<file path="src/rtl/alu_mul_sequencer_pkg.sv">
// Shared definitions for the EX-stage ALU, ALU control decode and the
// multi-cycle multiply sequencer: ALU control codes and sequencer state
// encodings.
package alu_mul_sequencer_pkg;

  localparam logic [2:0] ALU_AND = 3'b001;
  localparam logic [2:0] ALU_OR  = 3'b010;
  localparam logic [2:0] ALU_ADD = 3'b011;
  localparam logic [2:0] ALU_SUB = 3'b100;
  localparam logic [2:0] ALU_MUL = 3'b101;

  // 2'd3 is unused and recovers to ST_IDLE
  typedef enum logic [1:0] {
    ST_IDLE = 2'd0,
    ST_RUN  = 2'd1,
    ST_DONE = 2'd2
  } mul_state_e;

endpackage

</file>
<file path="src/rtl/alu_mul_sequencer_mul_step.sv">
// One shift-add multiply step: adds mcand * mplier_slice_i to the
// accumulator, modulo 2^WIDTH.
//   acc_i          running partial product
//   mcand_i        multiplicand, already shifted to the current weight
//   mplier_slice_i BPC low bits of the remaining multiplier
//   acc_o          updated partial product
module alu_mul_sequencer_mul_step #(
  parameter int WIDTH = 32,
  parameter int BPC   = 1
) (
  input  logic [WIDTH-1:0] acc_i,
  input  logic [WIDTH-1:0] mcand_i,
  input  logic [BPC-1:0]   mplier_slice_i,
  output logic [WIDTH-1:0] acc_o
);

  always_comb begin
    acc_o = acc_i;
    for (int i = 0; i < BPC; i++) begin
      if (mplier_slice_i[i]) begin
        acc_o = acc_o + (mcand_i << i);
      end
    end
  end

endmodule

</file>
<file path="src/rtl/alu_mul_sequencer.sv">
// Iterative multiply sequencer beside the EX-stage ALU. Accepts a MUL from
// EX, stalls the pipeline for N+1 cycles while retiring BITS_PER_CYCLE
// multiplier bits per cycle, then presents the low WIDTH product bits with
// a one-cycle done_o pulse.
//
//   state | meaning
//   IDLE  | waiting for a MUL; stall_o follows start combinationally
//   RUN   | shift-add iterations, count 0..N-1; flush aborts to IDLE
//   DONE  | result_o valid, done_o high; inputs ignored
//
// Ports:
//   clk_i, rst_i (async, active low)
//   valid_i, ALUCtrl_i, data1_i, data2_i, flush_i  from the EX stage
//   stall_o   hold PC/IF/ID/EX
//   busy_o    state != IDLE
//   done_o    result_o valid this cycle
//   result_o  product[WIDTH-1:0], held until the next completion
module alu_mul_sequencer
  import alu_mul_sequencer_pkg::*;
#(
  parameter int WIDTH          = 32,
  parameter int BITS_PER_CYCLE = 1
) (
  input  logic             clk_i,
  input  logic             rst_i,
  input  logic             valid_i,
  input  logic [2:0]       ALUCtrl_i,
  input  logic [WIDTH-1:0] data1_i,
  input  logic [WIDTH-1:0] data2_i,
  input  logic             flush_i,
  output logic             stall_o,
  output logic             busy_o,
  output logic             done_o,
  output logic [WIDTH-1:0] result_o
);

  localparam int N     = WIDTH / BITS_PER_CYCLE;
  localparam int CNT_W = (N > 1) ? $clog2(N) : 1;
  localparam logic [CNT_W-1:0] CNT_LAST = CNT_W'(N - 1);

  mul_state_e       state_q, state_d;
  logic [WIDTH-1:0] acc_q, acc_d;
  logic [WIDTH-1:0] mcand_q, mcand_d;
  logic [WIDTH-1:0] mplier_q, mplier_d;
  logic [CNT_W-1:0] count_q, count_d;
  logic [WIDTH-1:0] result_q, result_d;

  logic             start;
  logic [WIDTH-1:0] acc_step;

  assign start = valid_i && (ALUCtrl_i == ALU_MUL) && !flush_i;

  alu_mul_sequencer_mul_step #(
    .WIDTH (WIDTH),
    .BPC   (BITS_PER_CYCLE)
  ) u_mul_step (
    .acc_i          (acc_q),
    .mcand_i        (mcand_q),
    .mplier_slice_i (mplier_q[BITS_PER_CYCLE-1:0]),
    .acc_o          (acc_step)
  );

  always_comb begin
    state_d  = state_q;
    acc_d    = acc_q;
    mcand_d  = mcand_q;
    mplier_d = mplier_q;
    count_d  = count_q;
    result_d = result_q;
    stall_o  = 1'b0;
    done_o   = 1'b0;
    busy_o   = (state_q != ST_IDLE);

    case (state_q)
      ST_IDLE: begin
        stall_o = start;
        if (start) begin
          mcand_d  = data1_i;
          mplier_d = data2_i;
          acc_d    = '0;
          count_d  = '0;
          state_d  = ST_RUN;
        end
      end
      ST_RUN: begin
        stall_o = 1'b1;
        if (flush_i) begin
          state_d = ST_IDLE;
        end else begin
          acc_d    = acc_step;
          mcand_d  = mcand_q << BITS_PER_CYCLE;
          mplier_d = mplier_q >> BITS_PER_CYCLE;
          count_d  = count_q + 1'b1;
          // Fixed latency: always N steps, even once the multiplier is exhausted
          if (count_q == CNT_LAST) begin
            result_d = acc_step;
            state_d  = ST_DONE;
          end
        end
      end
      ST_DONE: begin
        // The MUL is still sitting in EX; ignoring inputs here prevents a retrigger
        done_o  = 1'b1;
        state_d = ST_IDLE;
      end
      default: begin
        state_d = ST_IDLE;
      end
    endcase
  end

  always_ff @(posedge clk_i or negedge rst_i) begin
    if (!rst_i) begin
      state_q  <= ST_IDLE;
      acc_q    <= '0;
      mcand_q  <= '0;
      mplier_q <= '0;
      count_q  <= '0;
      result_q <= '0;
    end else begin
      state_q  <= state_d;
      acc_q    <= acc_d;
      mcand_q  <= mcand_d;
      mplier_q <= mplier_d;
      count_q  <= count_d;
      result_q <= result_d;
    end
  end

  assign result_o = result_q;

endmodule

</file>
<file path="config.mk">
export PLATFORM = sky130hd
export DESIGN_NAME = alu_mul_sequencer
export DESIGN_NICKNAME = d
export VERILOG_FILES = /design/src/rtl/alu_mul_sequencer_pkg.sv /design/src/rtl/alu_mul_sequencer_mul_step.sv /design/src/rtl/alu_mul_sequencer.sv
export SDC_FILE = /design/constraint.sdc
export NUM_CORES = 1
export LEC_CHECK = 0
export ABC_AREA = 1
export BUFFER_PORTS_ARGS = -buffer_cell sky130_fd_sc_hd__clkbuf_2
export CORE_ASPECT_RATIO = 0.75
export CORE_UTILIZATION = 30
export DETAILED_ROUTE_END_ITERATION = 12
export SLEW_MARGIN = 25
export SYNTH_ARGS = -nofsm -noshare
export SYNTH_HDL_FRONTEND = slang
export SYNTH_HIERARCHICAL = 1
export SYNTH_SLANG_ARGS = --single-unit
</file>
<file path="constraint.sdc">
create_clock -name clk_i -period 2.72 [get_ports clk_i]
set_input_delay 0.408 -clock clk_i [delete_from_list [all_inputs] [get_ports clk_i]]
set_output_delay 0.408 -clock clk_i [all_outputs]
set_load 0.02 [all_outputs]
</file>
After elaboration in Yosys (flattened, before gate mapping)
Index checks and enable logic that the tools add are counted.

Output and inout bits: 35. Input port bits: 71. Flip-flop bits (word level): 135.

Reduce and logical (&&, ||, !) cells: 9. Add/sub/neg operators: 2. Bitwise operators: 1. Eq/ne operators: 7. Muxes and demuxes: 19.

Operators with widths (count): $mux W32 (7); $pmux W32 S2 (3); $add A32 B32 Y32 (1); $mux W5 (2); $pmux W5 S2 (1); $mux W2 (3); $reduce_and A3 Y1 (2); $add A5 B1 Y5 const B (1); $eq A5 B5 Y1 const B (1); $ne A2 B2 Y1 const B (2); $pmux W2 S2 (1); $reduce_bool A2 Y1 (2); $eq A3 B3 Y1 const B (1); $ne A3 B3 Y1 const B (1); $eq A2 B1 Y1 const B (1); $eq A2 B2 Y1 const B (1); $logic_and A1 B1 Y1 (2); $logic_not A2 Y1 (1); $pmux W1 S2 (1); $reduce_and A2 Y1 (1); $logic_not A1 Y1 (1); $mux W1 (1); $not A1 Y1 (1).

Longest topological paths before layout
Gate-level depths: netlist of run 1.

Depth in word-level cells: 5. Gate-level depth with buffers: 14. Gate-level depth less buffers: 14.

Hierarchy
The synthesis of run 1 kept the hierarchy.

By module, submodules not included: alu_mul_sequencer (instances 1, cells each 810, sequential area each 3378.2 um^2, area each 6283.5 um^2); alu_mul_sequencer_mul_step (instances 1, cells each 571, sequential area each 0.0 um^2, area each 2687.6 um^2).

Worst setup path before layout of run 1
OpenSTA, ideal clock, no wires.

Path kind: register -> register. Start: register acc_q[0]. End: register acc_q[16]. Cell stages (with the launch flop): 14. Setup slack: 738 ps. Library setup time: 117 ps. Path buffers: 0. Data arrival time: 1864 ps. Path through: dfrtp_1 > ha_1 > fa_1 > nand3_1 > nand3_1 > nand2_1 > nand2_1 > nand2_1 > nand2_1 > xor2_1 > nand2_1 > nand2_1 > nand4_1 > nand2_1.

Longest elaborated chain between the ends: 4.

RTL lines: start: declaration (line alu_mul_sequencer.sv:42) `logic [WIDTH-1:0] acc_q, acc_d;`; start signal: assignment (line alu_mul_sequencer.sv:115) `acc_q <= '0;`; start signal: assignment (line alu_mul_sequencer.sv:122) `acc_q <= acc_d;`; $add A32 B32 Y32 (line alu_mul_sequencer_mul_step.sv:21) `acc_o = acc_o + (mcand_i << i);`; $mux W32 (line alu_mul_sequencer_mul_step.sv:20) `if (mplier_slice_i[i]) begin`; via acc_step[16] (line alu_mul_sequencer.sv:49) `logic [WIDTH-1:0] acc_step;`; $mux W32 (line alu_mul_sequencer.sv:87) `if (flush_i) begin`; $pmux W32 S2 (line alu_mul_sequencer.sv:74) `case (state_q)`.

The timed path passes the listed nets, and every way through them passes these cells. The select of a mux whose other input is x is not followed. A chain may end at the register's enable or synchronous reset.

Worst setup path after layout of run 1
Start: register acc_q[0]. End: register acc_q[8].

Same word-level chain as after synthesis.

==> results of run 1 <==
## registers in the layout (all words and copies together), names as in the netlist
| name | flops |
|---|---|
| acc_q | 32 |
| count_q | 5 |
| mcand_q | 32 |
| mplier_q | 32 |
| result_o | 32 |
| state_q | 2 |
## layer usage
layer / part of all wire / wire length [µm] / vias to the layer above / track usage
li1: - / - / 4469 / -
met1: 0.52 / 14510 / 4106 / 0.2759
met2: 0.42 / 11580 / 205 / 0.2738
met4: 0.012 / 327 / 0 / 0.04848
met5: 0 / 0 / - / 0
met3: 0.048 / 1325 / 17 / 0.03571
## layout make-up
type,count,area [µm²]
Clock buffer,19,442.9
Clock inverter,12,165.2
Fill cell,3175,18800
Inverter,117,439.2
Multi-Input combinational cell,1065,4816
Sequential cell,135,3378
Tap cell,392,490.5
Timing Repair Buffer,123,719.4
## worst reg2reg max path, stage by stage, from the launching register on
cell	delay (ns)
dfrtp_1	0.40
ha_1	0.25
fa_1	0.45
nand3_1	0.11
nand3_1	0.13
nand2_1	0.09
nand2_1	0.14
xnor2_1	0.17
o21ai_0	0.28
nand4_1	0.13
nand2_1	0.09
## stage by stage
step	power (mW)	cells	worst slack, ns	utilization	hold slack, ns
global placement	4.580	1831	0.4926	0.3361	0.3811
finish	7.049	1863	0.4147	0.3572	0.2206
detailed placement	4.609	1831	0.4462	0.3361	0.3852
global route	7.505	1863	0.2010	0.3572	0.1986
floorplan	4.024	1381	0.7382	-	0.1124
CTS	7.103	1863	0.3948	0.3572	0.2038
## final timing paths
check                                  start            to
worst max-delay path                acc_q[0]      acc_q[8]
worst min-delay path             data2_i[31]  mplier_q[31]
worst max register to register      acc_q[0]      acc_q[8]
worst min register to register  result_o[19]  result_o[19]
max in group asynchronous              rst_i      acc_q[3]
min in group asynchronous              rst_i  result_o[17]
## power by group through the flow
| stage | logic (mW) | registers (mW) | clock network (mW) |
|---|---|---|---|
| 3_5_place_dp | 1.95 | 2.66 | 0 |
| 3_3_place_gp | 1.93 | 2.65 | 0 |
| 5_1_grt | 2.24 | 2.68 | 2.58 |
| 6_report | 1.96 | 2.63 | 2.45 |
| 4_1_cts | 1.96 | 2.63 | 2.51 |
| 2_1_floorplan | 1.45 | 2.57 | 0 |
## cells in the mapped netlist (7+ instances only)
library cell / number / area (µm²)
buf_2: 14 / 70.07
inv_2: 9 / 33.78
dfrtp_1: 135 / 3378
nand4_1: 38 / 237.7
inv_1: 107 / 401.6
ha_1: 33 / 412.9
nand2_1: 722 / 2710
nand2_2: 8 / 50.05
o21ai_1: 8 / 40.04
nor2_1: 45 / 168.9
nand3_1: 148 / 740.7
o21ai_0: 7 / 35.03
clkbuf_1: 21 / 78.83
a21oi_1: 20 / 100.1
xnor2_1: 14 / 122.6
buf_4: 24 / 180.2
## kinds of logic after synthesis
group	Yosys count	synth area share
xor gates and xnor gates	15	0.01464
AOI/OAI and AO/OA	40	0.02385
adders and majority gates	34	0.04826
buffers and inverters	181	0.08773
DFF	135	0.3766
and+or+nand+nor	976	0.4490
## what timing repair did
item,in CTS,in global routing
hold endpoints to repair,47,0
hold buffers,1,0
setup endpoints to repair,0,0
==> summary.txt, run 1 <==
Worst hold path
  – Min-Delay Path Depth: 3
  – Class of the tightest hold or removal check: input port to flop

Floorplanning
  – Die ar.: about 30000 µm²
  – Initial Utilization: 0.3066
  – Row Count: 54
  – Die Wd: approximately 200 µm
  – Num ports: 106
  – Die Span Y: 151.8 µm
  – Core ar.: 29260 µm²

STA
  – Final slew viol count: 0
  – Worst slew pin tran: 0.8862 ns
  – Hold violation count in the final report: 0
  – Final setup TNS: 0 ns
  – Min cycle time layout: 2.305 ns
  – Fmax: 0.4338 GHz
  – Final setup vio count: 0
  – Slew margin rel.: 0.4092
  – Period utilization: 0.8475
  – Final Skew: approximately 0.012 ns
  – RSZ-0062 raised after global routing: no

Worst setup path
  – CP most frequent cell: nand2_1
  – Max stage delay cell, worst path: fa_1
  – Stages on worst setup path: 10
  – Crit Path Max Fanout: 5
  – Reg2reg setup slack: between 0.4 and 0.5 ns
  – Critical Path AT: about 2.7 ns
  – CP top delay family: adder cells
  – Crit path launch type: flop
  – WS Path Type: flop to flop
  – Worst path bufs/invs: 0
  – Crit path required time: 3.08 ns
  – Cell Chain, Critical Path: ha_1, fa_1, nand3_1, nand3_1, nand2_1, nand2_1, xnor2_1, o21ai_0, nand4_1, nand2_1
  – Critical path endpoint category: flop
  – Max incr delay on CP: 0.45 ns
  – Reg2reg path depth: 10

Power
  – Sw Share: 0.3549
  – PD cells: 674.5 nW/µm²
  – Internal: 4.547 mW
  – Leak: 6.174 nW
  – P_sw: 2.502 mW
  – Clock share of power: 0.348
  – Register share of total power: 0.373
  – Combinational power share: 0.278
  – VDD IR-drop max: 0.3788 mV

Global routing
  – Remaining global-route overflow: 0
  – All-Layer GR Usage: 0.1861
  – Vias in the first global route: 8512
  – Largest net degree at the start of global routing: 103
  – First-pass GRT wire length: 44780 µm
  – Initial antenna violation count: 0

Yosys
  – Avg Inst Size Synth: 6.496 µm²
  – Mapped Area: 8971 µm²
  – EDFF count, synth: 0
  – Primary FF master, synth: dfrtp_1
  – Seq/Total Area, Yosys: 0.3766
  – Synth warn: 6
  – Yosys cell types: 31
  – Yosys reg bits: roughly 140
  – Synthesized Nets: 1486
  – Async set-reset flop share out of synthesis: 1.000
  – Synthesized instance count: 1381

Finish
  – Share of cells above drive strength 1: 0.1203
  – Final Instance Area: 10450 µm²
  – Most frequent cells in the layout: 722 x nand2_1, 148 x nand3_1, 135 x dfrtp_1
  – ANT cells: 0
  – Commonest non-fill, non-tap cell in the layout: nand2_1
  – Area growth, synth to finish: 16.50%
  – Final nets: 1564

Drt
  – Drt pass-1 iters: 5
  – Via/cell ratio: 4.722
  – Violation count after the first detailed-routing iteration: approximately 630
  – Post-route ant nets: 0
  – Average routed wire per standard cell: between 10 and 15 µm
  – DR vias: 8797
  – DR DRC count: 0
  – Final WL: 27740 µm

Clocking
  – Reg clk slew, reported paths: around 0.070 ns
  – Clock latency at the later pin of the worst-skew pair: 0.43 ns
  – Depth of the CTS H-tree: 4
  – Clock Tree Root: clkbuf_16
  – CTS sink count: roughly 140
  – Num CTS Buffers: 17
  – CTS tree: done
  – Setup Fix Bufs, Post-CTS: 0
  – Max clock buf depth: 2
  – Cts repair resizes: 0

Place
  – Post-Place Cell Area: 9833 µm²
  – Port Buf Inserts: 105
  – Hpwl dp: 19290 µm
  – Routability congestion estimate: slightly above 0.9

Run
  – Max-Cap Viols: 0

Status
  – Status: completed
No activity file was read; power rests on OpenSTA's default activity.
==> run 2: changes to the inputs <==
Clock period 2.72 ns to 2.4 ns, I/O delays scaled along.
==> run 2 against run 1 <==
Hold slack lost 0.043 ns; combinational power up 14%; core utilization increased by 0.22 points; cell count rose by 0.38%; count of clock-buffer cells in the layout up 2; total power is 13% higher; clock skew about the same; critical path depth increased by 3; worst setup slack lost 0.25 ns; fmax increased by 3.1%; sequential share of layout area shrank 0.20 points.
==> summary.txt, run 2 (synthesis gave the netlist of run 1 again) <==
Status
  – Status: completed

Floorplanning
  – Row Count: 54 (unchanged)
  – Die ar.: 30610 µm² (unchanged)
  – Die Wd: 201.7 µm (unchanged)
  – Num ports: 106 (unchanged)
  – Die Span Y: 151.8 µm (unchanged)
  – Initial Utilization: 0.3066 (unchanged)
  – Core ar.: 29260 µm² (unchanged)

Clocking
  – CTS tree: done
  – Setup Fix Bufs, Post-CTS: 0 (unchanged)
  – Num CTS Buffers: 17 (unchanged)
  – Reg clk slew, reported paths: 0.06 ns (about the same)
  – Clock Tree Root: clkbuf_16
  – Max clock buf depth: 2 (unchanged)
  – CTS sink count: 135 (unchanged)
  – Clock latency at the later pin of the worst-skew pair: 0.43 ns (about the same)
  – Depth of the CTS H-tree: 4 (unchanged)

Worst setup path
  – Crit Path Max Fanout: 5 (unchanged)
  – Crit path launch type: flop
  – Critical path endpoint category: flop
  – WS Path Type: flop to flop
  – Critical Path AT: 2.60 ns (-0.06 ns)
  – Crit path required time: 2.76 ns (-0.32 ns)

STA
  – Slew margin rel.: 0.5963 (+0.1872)
  – Final Skew: 0.01141 ns (-0.0003042 ns)
  – Fmax: 0.4472 GHz (+3.1%)
  – Min cycle time layout: 2.236 ns (-0.06931 ns)
  – Final setup TNS: 0 ns (unchanged)
  – Final slew viol count: 0 (unchanged)
  – Hold WS: 0.1772 ns (-0.04344 ns)
  – Final WS setup: 0.1640 ns (-0.2507 ns)
  – Final setup vio count: 0 (unchanged)
  – Period utilization: 0.9317 (+0.08413)
  – Hold violation count in the final report: 0 (unchanged)
  – RSZ-0062 raised after global routing: no
  – Worst slew pin tran: 0.6055 ns (-0.2808 ns)

Finish
  – Final Instance Area: 10520 µm² (+0.61%)
  – Layout Cells excl Fill: 1870 (+0.38%)
  – Most frequent cells in the layout: 720 x nand2_1, 148 x nand3_1, 135 x dfrtp_1
  – Final core occ: 0.3594 (+0.002181)
  – ANT cells: 0 (unchanged)
  – Share of cells above drive strength 1: 0.1265 (+0.006196)
  – Fill count: 3212 (+1.2%)
  – Commonest non-fill, non-tap cell in the layout: nand2_1
  – Area growth, synth to finish: 17.21%
  – Final nets: 1570 (+0.38%)

Place
  – Hpwl dp: 19860 µm (+3.0%)
  – Routability congestion estimate: 0.9077 (-0.49%)
  – Port Buf Inserts: 105 (unchanged)
  – Post-Place Cell Area: 9891 µm² (+0.59%)
  – Post-Place Cells: 1837 (+0.33%)
  – Pre-CTS setup slack: 0.1221 ns (-0.3240 ns)

Power
  – Tot Pwr: 7.959 mW (+13%)
  – VDD IR-drop max: 0.3927 mV (+3.7%)
  – Leak: 6.199 nW (+0.41%)
  – PD cells: 756.9 nW/µm² (+12%)

Drt
  – DR vias: 8754 (-0.49%)
  – Drt pass-1 iters: 5 (unchanged)
  – Average routed wire per standard cell: 14.99 µm (+0.67%)
  – Via/cell ratio: 4.681 (-0.86%)
  – Final WL: 28030 µm (+1.0%)
  – Violation count after the first detailed-routing iteration: 570 (-8.9%)
  – DR DRC count: 0 (unchanged)
  – Post-route ant nets: 0 (unchanged)

Worst hold path
  – Class of the tightest hold or removal check: input port to flop

Global routing
  – Remaining global-route overflow: 0 (unchanged)
  – Largest net degree at the start of global routing: 79 (-23%)
  – First-pass GRT wire length: 45660 µm (+2.0%)
  – All-Layer GR Usage: 0.1906 (+0.004490)
  – Initial antenna violation count: 0 (unchanged)
  – Vias in the first global route: 8413 (-1.2%)

Run
  – Max-Cap Viols: 0 (unchanged)
run 2: changes by cell type in the layout (fill, tap and decap cells not counted), sizes merged:
cell / delta
buf: +6
bufinv: -1
clkinvlp: +2
clkbuf: +2
clkinv: -2
run 2: area by class of cell:
class                      count  area, µm²  share of cell area
sequential                   135       3378              0.3213
clock buffer                  21      470.5             0.04474
tap                          392      490.5             0.04664
clock inverter                11      136.4             0.01297
inverter                     117      439.2             0.04177
timing repair buffer         129      777.0             0.07389
multi-input combinational   1065       4823              0.4587
run 2: report_power, final:
group / internal, mW / switching [mW] / total, mW / leakage (nW)
sequential: 2.66 / 0.314 / 2.98 / 1.79
clock: 1.63 / 1.12 / 2.76 / 0.292
combinational: 0.819 / 1.41 / 2.23 / 4.11
total: 5.12 / 2.84 / 7.96 / 6.20
run 2: what timing repair did:
action | in CTS | in global routing
endpoints found under the setup margin | 0 | 13
hold buffers | 1 | 0
hold endpoints to repair | 44 | 0
gates resized for setup | 0 | 3
run 2: worst paths after layout:
check | startpoint | to | slack, ns | cells past startpoint
setup / recovery | acc_q[0] | acc_q[22] | 0.16 | 13
hold / removal | data2_i[31] | mplier_q[31] | 0.18 | 3
setup reg to reg | acc_q[0] | acc_q[22] | 0.16 | 13
hold reg to reg | result_o[26] | result_o[26] | 0.48 | 2
max in group asynchronous | rst_i | result_o[6] | 1.31 | 3
min in group asynchronous | rst_i | result_o[18] | 0.45 | 2
run 2: worst max-delay path, stage by stage, from the launching register on:
cell and delay, ns:
dfrtp_1 0.39, ha_1 0.25, fa_2 0.39, nand2_1 0.08, nand3_1 0.17, nand2_1 0.14, nand2_2 0.10, nand2_1 0.15
nand2_1 0.07, nand2_1 0.06, nand3_1 0.07, nand2_1 0.10, nand4_1 0.10, nand2_1 0.10
run 2: metal layers:
layer | GRT usage | up-vias | wire length (µm)
li1 | - | 4484 | -
met3 | 0.04021 | 16 | 1498
met2 | 0.2757 | 192 | 11610
met1 | 0.2840 | 4062 | 14650
met5 | 0 | - | 0
met4 | 0.04962 | 0 | 278
==> run 3: changes to the inputs <==
Settings changed: SETUP_SLACK_MARGIN set to 0.5.
==> run 3 against run 2 <==
Die area is the same; final area rose by 16%; clock power decreased by 4%; cell count increased by 3.0%; sequential power rose by 2%; global-route usage up 0.38 points; first-iteration DRC count up 3.9%; worst setup slack better by 0.21 ns; via count is 5.6% higher; combinational power rose by 59%.
==> summary.txt, run 3 (synthesis gave the netlist of run 1 again) <==
Finish
  – ANT cells: 0 (unchanged)
  – Final Instance Area: 12200 µm² (+16%)
  – Commonest non-fill, non-tap cell in the layout: nand2_1
  – Final nets: 1627 (+3.6%)
  – Share of cells above drive strength 1: 0.2951 (+0.1686)
  – Layout Cells excl Fill: 1927 (+3.0%)
  – Fill count: 3000 (-6.6%)
  – Most frequent cells in the layout: 637 x nand2_1, 130 x nand3_1, 124 x dfrtp_1
  – Area growth, synth to finish: 36.01%
  – Final core occ: 0.4171 (+0.05765)

Power
  – Register share of total power: 0.330 (-0.044)
  – Tot Pwr: 9.248 mW (+16%)
  – Clock share of power: 0.287 (-0.059)
  – PD cells: 757.9 nW/µm² (+0.13%)
  – Leak: 6.795 nW (+9.6%)
  – Sw Share: 0.3819 (+0.02462)
  – Internal: 5.716 mW (+12%)
  – VDD IR-drop max: 0.4768 mV (+21%)
  – Combinational power share: 0.384 (+0.104)
  – P_sw: 3.532 mW (+24%)

Worst setup path
  – Reg2reg start: mcand_q[1]
  – Crit Path Max Fanout: 4 (-1)
  – End of the critical path: acc_q[10]
  – Worst setup path startpoint: mcand_q[1]
  – Stages on worst setup path: 10 (-3)
  – Worst path bufs/invs: 3 (+3)
  – Critical path endpoint category: flop
  – CP most frequent cell: buf_6
  – Max stage delay cell, worst path: dfrtp_2
  – CP top delay family: flip-flops
  – Cell Chain, Critical Path: buf_6, fa_2, buf_6, nand3_4, nand3_4, buf_6, xnor2_4, o21ai_2, nand4_1, nand2_1
  – Critical Path AT: 2.40 ns (-0.20 ns)
  – Reg2reg path depth: 10 (-3)
  – Reg-to-reg endpoint: acc_q[10]
  – Max incr delay on CP: 0.43 ns (+0.04 ns)
  – Crit path required time: 2.78 ns (+0.02 ns)
  – WS Path Type: flop to flop
  – Crit path launch type: flop
  – Reg2reg setup slack: 0.38 ns (+0.21 ns)

STA
  – Fmax: 0.4940 GHz (+10%)
  – Final setup vio count: 0 (unchanged)
  – Final slew viol count: 0 (unchanged)
  – RSZ-0062 raised after global routing: yes
  – Final WS setup: 0.3758 ns (+0.2118 ns)
  – Worst slew pin tran: 0.5186 ns (-0.08685 ns)
  – Slew margin rel.: 0.6535 (+0.05717)
  – Hold WS: 0.1553 ns (-0.02182 ns)
  – Hold violation count in the final report: 0 (unchanged)
  – Min cycle time layout: 2.024 ns (-0.2118 ns)
  – Final setup TNS: 0 ns (unchanged)
  – Period utilization: 0.8434 (-0.08826)
  – Final Skew: 0.01389 ns (+0.002488 ns)

Global routing
  – All-Layer GR Usage: 0.1945 (+0.003827)
  – First-pass GRT wire length: 46680 µm (+2.2%)
  – Initial antenna violation count: 0 (unchanged)
  – Vias in the first global route: 8705 (+3.5%)
  – Remaining global-route overflow: 0 (unchanged)
  – Largest net degree at the start of global routing: 51 (-35%)

Place
  – Routability congestion estimate: 0.9618 (+6.0%)
  – Hpwl dp: 20090 µm (+1.1%)
  – Post-Place Cell Area: 9908 µm² (+0.18%)
  – Port Buf Inserts: 105 (unchanged)
  – Post-Place Cells: 1838 (+0.054%)
  – Pre-CTS setup slack: 0.2205 ns (+0.09839 ns)

Clocking
  – Num CTS Buffers: 17 (unchanged)
  – CTS tree: done
  – Reg clk slew, reported paths: 0.07 ns (about the same)
  – CTS sink count: 135 (unchanged)
  – Max clock buf depth: 2 (unchanged)
  – Depth of the CTS H-tree: 4 (unchanged)
  – Clock Tree Root: clkbuf_16
  – Clock latency at the later pin of the worst-skew pair: 0.44 ns (about the same)

Floorplanning
  – Die Wd: 201.7 µm (unchanged)
  – Die ar.: 30610 µm² (unchanged)
  – Num ports: 106 (unchanged)
  – Row Count: 54 (unchanged)
  – Die Span Y: 151.8 µm (unchanged)
  – Initial Utilization: 0.3066 (unchanged)
  – Core ar.: 29260 µm² (unchanged)

Drt
  – DR DRC count: 0 (unchanged)
  – Violation count after the first detailed-routing iteration: 592 (+3.9%)
  – Final WL: 30200 µm (+7.7%)
  – Via/cell ratio: 4.798 (+2.5%)
  – DR vias: 9246 (+5.6%)
  – Post-route ant nets: 0 (unchanged)
  – Average routed wire per standard cell: 15.67 µm (+4.5%)
  – Drt pass-1 iters: 6 (+1)

Status
  – Status: completed

Worst hold path
  – Class of the tightest hold or removal check: input port to flop

Run
  – Max-Cap Viols: 0 (unchanged)
-- run 3: metal layers --
layer  wire [µm]  vias to the layer above  global-route usage
met4         295                        0             0.04432
met1       14990                     4379              0.2815
met3        1461                       21             0.04149
li1            -                     4619                   -
met5           0                        -                   0
met2       13450                      227              0.2943
-- run 3: how the worst min path moves through the flow --
stage,cells after the start,start,to
after floorplan,0,rst_i,acc_q[0]
after global placement,1,rst_i,result_o[19]
after detailed placement,1,rst_i,result_o[19]
after CTS,3,data2_i[31],mplier_q[31]
after global routing,3,data1_i[0],mcand_q[0]
final,3,data2_i[31],mplier_q[31]
-- run 3: power groups by stage --
stage / Clock (mW) / Combinational, mW / Sequential [mW]
after floorplan: 0 / 1.65 / 2.92
after global placement: 0 / 2.24 / 2.99
after detailed placement: 0 / 2.24 / 3.01
after CTS: 2.71 / 2.73 / 3.04
after global routing: 2.79 / 3.87 / 3.10
final: 2.65 / 3.55 / 3.05
-- run 3: cell type report --
class,count,area (µm²),share of cell area
clock inverters,14,140.1,0.01148
multi-input cells,1065,6018,0.4932
well taps,392,490.5,0.04020
flip-flops and latches,135,3392,0.2780
clock buffers,18,439.2,0.03599
repair buffers,186,1260,0.1033
inverters,117,461.7,0.03784
-- run 3: repair_timing --
item / CTS / global route
endpoints found under the hold margin: 38 / 0
gates resized for setup: 91 / 204
buffers inserted: 27 / 29
hold buffers: 1 / 0
pin swaps: 26 / 73
endpoints found under the setup margin: 53 / 103
-- run 3: worst reg2reg max path: stages (launching register included) --
cell     delay (ns)
dfrtp_2        0.43
buf_6          0.13
fa_2           0.43
buf_6          0.14
nand3_4        0.08
nand3_4        0.11
buf_6          0.15
xnor2_4        0.12
o21ai_2        0.18
nand4_1        0.12
nand2_1        0.08
